**config.mk**
```make
export PLATFORM = sky130hd
export DESIGN_NAME = tx_chunk_scheduler
export DESIGN_NICKNAME = d
export VERILOG_FILES = /design/src/rtl/tx_chunk_scheduler.sv
export SDC_FILE = /design/constraint.sdc
export NUM_CORES = 1
export LEC_CHECK = 0
export ABC_AREA = 1
export BUFFER_PORTS_ARGS = -buffer_cell sky130_fd_sc_hd__buf_4
export CORE_AREA = 2 2 163 165
export DETAILED_ROUTE_END_ITERATION = 16
export DIE_AREA = 0 0 165 167
export PLACE_DENSITY = 0.56
export SLEW_MARGIN = 25
export SYNTH_ARGS = -nofsm -noshare
export SYNTH_HDL_FRONTEND = slang
export SYNTH_SLANG_ARGS = --single-unit
```
**constraint.sdc**
```tcl
create_clock -name CLK -period 5.8 [get_ports CLK]
set_clock_uncertainty 0.15 [all_clocks]
set_input_delay 0.58 -clock CLK [delete_from_list [all_inputs] [get_ports CLK]]
set_output_delay 0.58 -clock CLK [all_outputs]
set_load 0.03 [all_outputs]
```
**src/rtl/tx_chunk_scheduler.sv**
```systemverilog
// Round-robin scheduler sharing one typed-chunk UART transmitter among NUM_REQ
// virtual interfaces: arbitrate, load the winner's chunk, ack it, wait for the chunker.
module tx_chunk_scheduler #(
  parameter int NUM_REQ        = 4,
  parameter int MAX_BYTES      = 5,
  parameter int INDEX_SIZE     = 32,
  parameter int TIMEOUT_CYCLES = 0
) (
  input  logic                              CLK,
  input  logic                              reset_n,
  input  logic [NUM_REQ-1:0]                req,
  input  logic [NUM_REQ*8-1:0]              req_chunk_type,
  input  logic [NUM_REQ*MAX_BYTES*8-1:0]    req_chunk_bytes,
  input  logic [NUM_REQ*INDEX_SIZE-1:0]     req_byte_size,
  output logic [NUM_REQ-1:0]                ack,
  output logic                              tx_is_chunk_ready,
  output logic [7:0]                        tx_chunk_type,
  output logic [MAX_BYTES*8-1:0]            tx_chunk_bytes,
  output logic [INDEX_SIZE-1:0]             tx_chunk_byte_size,
  input  logic                              tx_is_chunker_done,
  output logic                              busy,
  output logic [$clog2(NUM_REQ)-1:0]        grant_id,
  output logic                              size_err,
  output logic                              timeout_err
);

  localparam int GID_W = $clog2(NUM_REQ);
  localparam int TW    = (TIMEOUT_CYCLES > 1) ? $clog2(TIMEOUT_CYCLES) : 1;
  localparam logic [TW-1:0]         TMAX     = TW'((TIMEOUT_CYCLES > 0) ? TIMEOUT_CYCLES - 1 : 0);
  localparam logic [INDEX_SIZE-1:0] MAX_SIZE = INDEX_SIZE'(MAX_BYTES);

  typedef enum logic [1:0] {
    S_IDLE,
    S_GRANT,
    S_HOLD,
    S_WAIT
  } state_t;

  state_t state;
  logic [TW-1:0] timer;

  logic                     found;
  logic [GID_W-1:0]         winner;
  logic [NUM_REQ-1:0]       win_onehot;
  logic [7:0]               sel_type;
  logic [MAX_BYTES*8-1:0]   sel_bytes;
  logic [INDEX_SIZE-1:0]    sel_size;
  logic                     size_bad;

  // Search starts one past the last grant so every requester gets a turn.
  always_comb begin
    found      = 1'b0;
    winner     = grant_id;
    win_onehot = '0;
    for (int unsigned off = 1; off <= NUM_REQ; off++) begin
      logic [GID_W-1:0] idx;
      idx = GID_W'((32'(grant_id) + off) % NUM_REQ);
      if (!found && req[idx]) begin
        found           = 1'b1;
        winner          = idx;
        win_onehot[idx] = 1'b1;
      end
    end
  end

  always_comb begin
    int unsigned w;
    w         = 32'(winner);
    sel_type  = req_chunk_type[w*8 +: 8];
    sel_bytes = req_chunk_bytes[w*MAX_BYTES*8 +: MAX_BYTES*8];
    sel_size  = req_byte_size[w*INDEX_SIZE +: INDEX_SIZE];
    size_bad  = (sel_size == '0) || (sel_size > MAX_SIZE);
  end

  always_ff @(posedge CLK or negedge reset_n) begin
    if (!reset_n) begin
      state              <= S_IDLE;
      timer              <= '0;
      ack                <= '0;
      tx_is_chunk_ready  <= 1'b0;
      tx_chunk_type      <= '0;
      tx_chunk_bytes     <= '0;
      tx_chunk_byte_size <= '0;
      busy               <= 1'b0;
      grant_id           <= GID_W'(NUM_REQ - 1);
      size_err           <= 1'b0;
      timeout_err        <= 1'b0;
    end else begin
      // Pulse outputs default low; only the state that fires them raises them.
      ack                <= '0;
      tx_is_chunk_ready  <= 1'b0;
      tx_chunk_byte_size <= '0;
      size_err           <= 1'b0;
      timeout_err        <= 1'b0;
      case (state)
        S_IDLE: begin
          busy <= |req;
          if (|req) state <= S_GRANT;
        end
        S_GRANT: begin
          if (!found) begin
            state <= S_IDLE;
            busy  <= 1'b0;
          end else begin
            grant_id <= winner;
            ack      <= win_onehot;
            if (size_bad) begin
              size_err <= 1'b1;
              state    <= S_IDLE;
              busy     <= 1'b0;
            end else begin
              tx_chunk_type      <= sel_type;
              tx_chunk_bytes     <= sel_bytes;
              tx_chunk_byte_size <= sel_size;
              tx_is_chunk_ready  <= 1'b1;
              state              <= S_HOLD;
            end
          end
        end
        S_HOLD: begin
          timer <= '0;
          state <= S_WAIT;
        end
        S_WAIT: begin
          if (tx_is_chunker_done) begin
            state <= S_IDLE;
            busy  <= 1'b0;
          end else if ((TIMEOUT_CYCLES != 0) && (timer == TMAX)) begin
            timeout_err <= 1'b1;
            state       <= S_IDLE;
            busy        <= 1'b0;
          end else begin
            timer <= timer + 1'b1;
          end
        end
        default: begin
          state <= S_IDLE;
          busy  <= 1'b0;
        end
      endcase
    end
  end

endmodule
```
* After elaboration in Yosys (flattened, before gate mapping) *
Index checks and enable logic that the tools add are counted.

cells by class
  add/subtract/negate cells = 4
  $mul = 1
  magnitude comparators = 9
  eq/ne operators = 6
  shift-type cells = 3
  muxes and demuxes = 48
  bitwise logic cells = 4
  reduce and logical (&&, ||, !) cells = 19

operators with widths
  cell                   count
  $shiftx A160 B9 Y40    1
  $shiftx A128 B8 Y32    1
  $mux W32               3
  $gt A32 B3 Y1 const B  1
  $logic_not A32 Y1      1
  $shiftx A32 B6 Y8      1
  $mux W4                6
  $mux W1                21
  $mux W2                8
  $lt A2 B3 Y1 const B   4
  $or A4 B4 Y4           3
  $bmux W1 S2            4
  $demux W1 S2           4
  $ge A2 B1 Y1 const B   4
  $pmux W2 S4            1
  $logic_and A1 B1 Y1    7
  $reduce_and A3 Y1      2
  $mul A2 B3 Y5 const B  1
  $add A2 B1 Y2 const B  2
  $add A2 B2 Y2 const B  2
  $eq A2 B2 Y1 const B   2
  $ne A2 B2 Y1 const B   2
  $reduce_and A2 Y1      2
  $reduce_or A4 Y1       1
  8 further kinds        10

word-level totals
  register bits after elaboration = 91
  bits of input ports = 327
  output and inout port bits = 90
  word-level logic and storage cells = 103

* Depth between registers and ports, before layout *
  word-level depth = 19
  depth in mapped cells = 23
  gate-level depth less buffers = 20

* Worst setup path before layout *
No wires, ideal clock.

  path type = register to register
  start point = register grant_id[0]
  end point = register tx_chunk_bytes[13]
  data arrival time = 3.098 ns
  data required time = 5.530 ns
  setup slack = 2.432 ns
  stages on the path, launching flop included = 23
  buffers on the path = 4
  clock period less this slack = 3.368 ns
  cell sequence = dfstp_2 -> inv_2 -> buf_6 -> ha_1 -> inv_1 -> nand2_1 -> nand2_4 -> inv_4 -> nand2_1 -> nand2_2 -> buf_6 -> buf_4 -> nand3_1 -> nand3_1 -> nand2_1 -> nand2_1 -> nor2_1 -> nand2_1 -> nor2_2 -> nand4_4 -> clkbuf_1 -> nor2_1 -> a21oi_2

on the way
  cells in the longest elaborated chain, start to end = 18
  elaborated cells between the ends (all ways) = 34
  those cells by class = add/sub (4); mul (1); order compare (1); shift (2); mux (16); bitwise (1); reduce/logical (9)

RTL lines
  element                                             line  RTL
  start: declaration                                  22    output logic [$clog2(NUM_REQ)-1:0] grant_id,
  start signal: assignment                            85    grant_id <= GID_W'(NUM_REQ - 1);
  start signal: assignment                            105   grant_id <= winner;
  $add A2 B1 Y2                                       57    idx = GID_W'((32'(grant_id) + off) % NUM_REQ);
  $bmux W1 S2                                         58    if (!found && req[idx]) begin
  $mux W1 (implied by the code)                       58
  $mux W1                                             58
  $logic_not A1 Y1                                    58
  $logic_and A1 B1 Y1                                 58
  $mux W1                                             58
  $logic_not A1 Y1                                    58
  [... 2 more ...]                                    -
  $logic_not A1 Y1                                    58
  $logic_and A1 B1 Y1                                 58
  $mux W2                                             58
  $shiftx A128 B8 Y32                                 71    sel_size = req_byte_size[w*INDEX_SIZE +: INDEX_SIZE];
  $gt A32 B3 Y1 or $logic_not A32 Y1 (tied branches)  72    size_bad = (sel_size == '0) || (sel_size > MAX_SIZE);
  $logic_or A1 B1 Y1                                  72
  $not A1 Y1 (no line)                                -
  $reduce_and A3 Y1 (no line)                         -
  end signal: assignment                              113   tx_chunk_bytes <= sel_bytes;
  end: declaration                                    18    output logic [MAX_BYTES*8-1:0] tx_chunk_bytes,

Several ways; a longest one is shown, not always the timed one. The select of a mux whose other input is x is not followed.
A chain may end at the register's enable or synchronous reset.

* Worst setup path in the final report *
  start point = register grant_id[0]
  end point = register tx_chunk_bytes[25]

The elaborated chain is that of the path after synthesis.

==> metrics.md <==
| Metric | Value |
|---|---|
| Status | `completed` |
| Avg WL per Cell | `between 15 and 20 microns` |
| Largest net degree at the start of global routing | `100` |
| Sw power | `approximately 3600 uW` |
| CP max stage delay | `around 0.73 ns` |
| Combinational power share | `0.790` |
| CP max stage cell | `dfstp_2` |
| Setup WS pre-CTS | `around 0.96 ns` |
| Clk root buf | `clkbuf_16` |
| Initial antenna violation count | `0` |
| Critical path class | `flip-flop to flip-flop` |
| Seq pwr share | `0.116` |
| Min-delay worst type | `flip-flop to flip-flop` |
| Setup TNS | `0 ns` |
| Fin. max-slew vios | `0` |
| Final worst slack | `0.924 ns` |
| Crit share post-route | `0.841` |
| Fin crit period | `roughly 5 ns` |
| Max-Cap Viols | `0` |
| Commonest non-fill, non-tap cells in the layout | `buf_4 (420), nand2_1 (207), nor2_1 (165)` |
| Layout cells sized above 1 | `0.368` |
| CTS clock-pin slew for the worst setup and hold paths | `0.07 ns` |
| Final WL | `between 20000 and 30000 microns` |
| Cells after Synth | `998` |
| Die ar. | `0.0276 sq mm` |
| RSZ-0062 raised after global routing | `no` |
| Tot Pwr | `6170 uW` |
| Setup bufs post-CTS | `0` |
| Core area | `about 0.026 sq mm` |
| Post-DP HPWL | `around 22000 microns` |
| CP Data Arrival Time | `4.94 ns` |
| Ys Warns | `0` |
| Kind of end point of the critical path | `flip-flop` |
| Mean post-synth cell area | `approximately 6.8 sq um` |
| Reg2reg end | `tx_chunk_bytes[25]` |
| Vias in the first global route | `roughly 7400` |
| Via count | `roughly 7800` |
| Pre-Repair DR Iteration Count | `5` |
| GRT Total Usage | `0.191` |
| Port Buffers | `415` |
| Commonest non-fill, non-tap cell in the layout | `buf_4` |
| Crit-path most repeated cell | `nand2_1` |
| Row count | `slightly below 60` |
| Fin. Hold Viols | `0` |
| Routed Antenna Nets | `0` |
| Synth-to-Final Area Change | `54.7%` |
| Initial Utilization | `0.262` |
| Via/cell ratio | `between 4 and 5` |
| Ant. Diodes | `0` |
| Layout filler cell count | `roughly 2800` |
| Post-CTS sizing | `0` |
| Worst VDD drop | `~0.44 mV` |
| Sequential fraction of the synthesis area | `0.338` |
| Clk_lat worst skew | `around 0.35 ns` |
| TritonCTS Sinks | `91` |
| Crit path to | `tx_chunk_bytes[25]` |
| Nets | `between 1500 and 2000` |
| Hold Path Cell Cnt | `2` |
| Count of cell types in the netlist | `37` |
| GRT overflow | `0` |
| Synthesized area | `0.00674 sq mm` |
| Synthesized flop and latch total | `between 90 and 100` |
| Crit Reg-Reg Startpoint | `grant_id[0]` |
| GP Congestion | `approximately 0.85` |
| H-tree depth | `3` |
| First-pass GRT wire length | `40700 microns` |
| Number of buffers on the longest clock path | `2` |
| Highest fanout seen on the critical path | `99` |
| Pint | `around 2600 uW` |
| Slew margin rel. | `0.465` |
| Number of remaining DRC errors | `0` |
| Hold Slack | `roughly 0.33 ns` |
| Worst slew pin tran | `between 0.8 and 0.9 ns` |
| PD cells | `592 mW/mm^2` |
| Max Clk Rate | `0.205 GHz` |
| Cell chain of the critical path | `inv_2 -> ha_1 -> inv_1 -> nand2_1 -> nand2_4 -> inv_4 -> nand2_1 -> nand2_2 -> nand2_4 -> nand2_1 -> nand3_1 -> nand2_1 -> nand2_1 -> nor2_1 -> nand2_1 -> nor2_2 -> nand4_4 -> buf_12 -> nor2_1 -> a21oi_1` |
| Startpoint types | `flip-flop` |
| Pleak | `~0.0056 uW` |
| Reg2reg setup slack | `0.92 ns` |
| Top Ports | `417` |
| Finish-stage setup viols | `0` |
| Crit path required time | `about 5.9 ns` |
| Switch share | `0.585` |
| Worst-case reg-to-reg path depth | `20` |
| Num CTS Buffers | `9` |
| Clock Power Share | `0.094` |
| Die X | `around 170 microns` |
| Vert. Die Dim | `between 150 and 200 microns` |
| CTS tree | `built` |
| DRT iter0 DRCs | `around 360` |
| CP Launch Point | `grant_id[0]` |
## how the worst min path moves through the flow
stage	startpoint	end	slack, ns
after detailed placement	busy	busy	0.31
after floorplan	reset_n	async pin	0.13
after global routing	busy	busy	0.35
after global placement	busy	busy	0.31
after CTS	busy	busy	0.33
final	busy	busy	0.33
## power groups by stage
stage | clock network (uW) | logic, uW | registers (uW)
3_5_place_dp | 0 | 4910 | 728
4_1_cts | 597 | 4930 | 716
6_report | 578 | 4880 | 716
3_3_place_gp | 0 | 4950 | 729
5_1_grt | 625 | 5490 | 722
2_1_floorplan | 0 | 3700 | 773
## registers in the layout (all words and copies together) (netlist names), named ones only
signal	flops
ack	4
busy	1
grant_id	2
size_err	1
state	1
tx_chunk_byte_size	32
tx_chunk_bytes	40
tx_chunk_type	8
tx_is_chunk_ready	1
## routing by layer
metal,share of wire,track usage,vias up,wire length (microns)
met5,0,0,-,0
met4,0.027,0.0662,0,744
met3,0.086,0.0513,35,2380
met2,0.51,0.341,335,13900
met1,0.38,0.218,3457,10500
li1,-,-,3997,-
## synth_stat cells (all sizes together)
master / number / area, sq um
dfrtp: 89 / 2230
o31ai: 48 / 360
nor3b: 1 / 7.51
o21ai: 4 / 20.0
nor3: 4 / 20.0
o211ai: 48 / 360
and2: 1 / 6.26
nand2: 214 / 821
ha: 12 / 150
or2: 48 / 300
buf: 39 / 240
nand3: 112 / 571
a31oi: 3 / 18.8
dfstp: 2 / 52.6
nor2: 171 / 667
and3: 1 / 6.26
a22oi: 3 / 22.5
nand4: 7 / 58.8
a21oi: 52 / 294
mux2i: 1 / 10.0
conb: 1 / 3.75
nand3b: 1 / 7.51
inv: 106 / 400
nor4: 1 / 6.26
clkbuf: 29 / 109
## final cells by class
type                       instances  area [sq um]  share of cell area
clock buffer                       9           225              0.0216
clock inverter                     7          67.6             0.00648
inverter                         106           400              0.0384
multi-input combinational        762          3840               0.368
sequential                        91          2280               0.219
tap                              335           419              0.0402
timing repair buffer             423          3190               0.306
## repair_timing
action,4_1_cts,5_1_grt
hold buffers,1,0
endpoints found under the hold margin,20,0
endpoints found under the setup margin,0,0
## cell families (layout without fill, tap and decap cells)
group                    count (synthesis)  after routing  synth area share
AO/OA/AOI/OAI                          158            158             0.160
adder cells (fa/ha/maj)                 12             12            0.0223
buffers and inverters                  174            545             0.111
flip-flops                              91             91             0.338
multiplexers                             1              1           0.00149
other                                    1             30          0.000556
AND/OR/NAND/NOR                        561            561             0.367
## critical path: cells and delay by family (launching register included)
kind	cells	cell delay, ns
AND/OR/NAND/NOR	14	2.63
flip-flops	1	0.73
buffers and inverters	4	0.64
adder cells (fa/ha/maj)	1	0.41
AO/OA/AOI/OAI	1	0.06
## per-stage QoR
step	cell area, sq um	std cells	util
2_1_floorplan	6850	1027	-
3_3_place_gp	10100	1716	0.393
3_5_place_dp	10100	1716	0.393
4_1_cts	10400	1733	0.405
5_1_grt	10400	1733	0.405
6_report	10400	1733	0.405
Note: power is estimated with default switching activity, not from simulation.
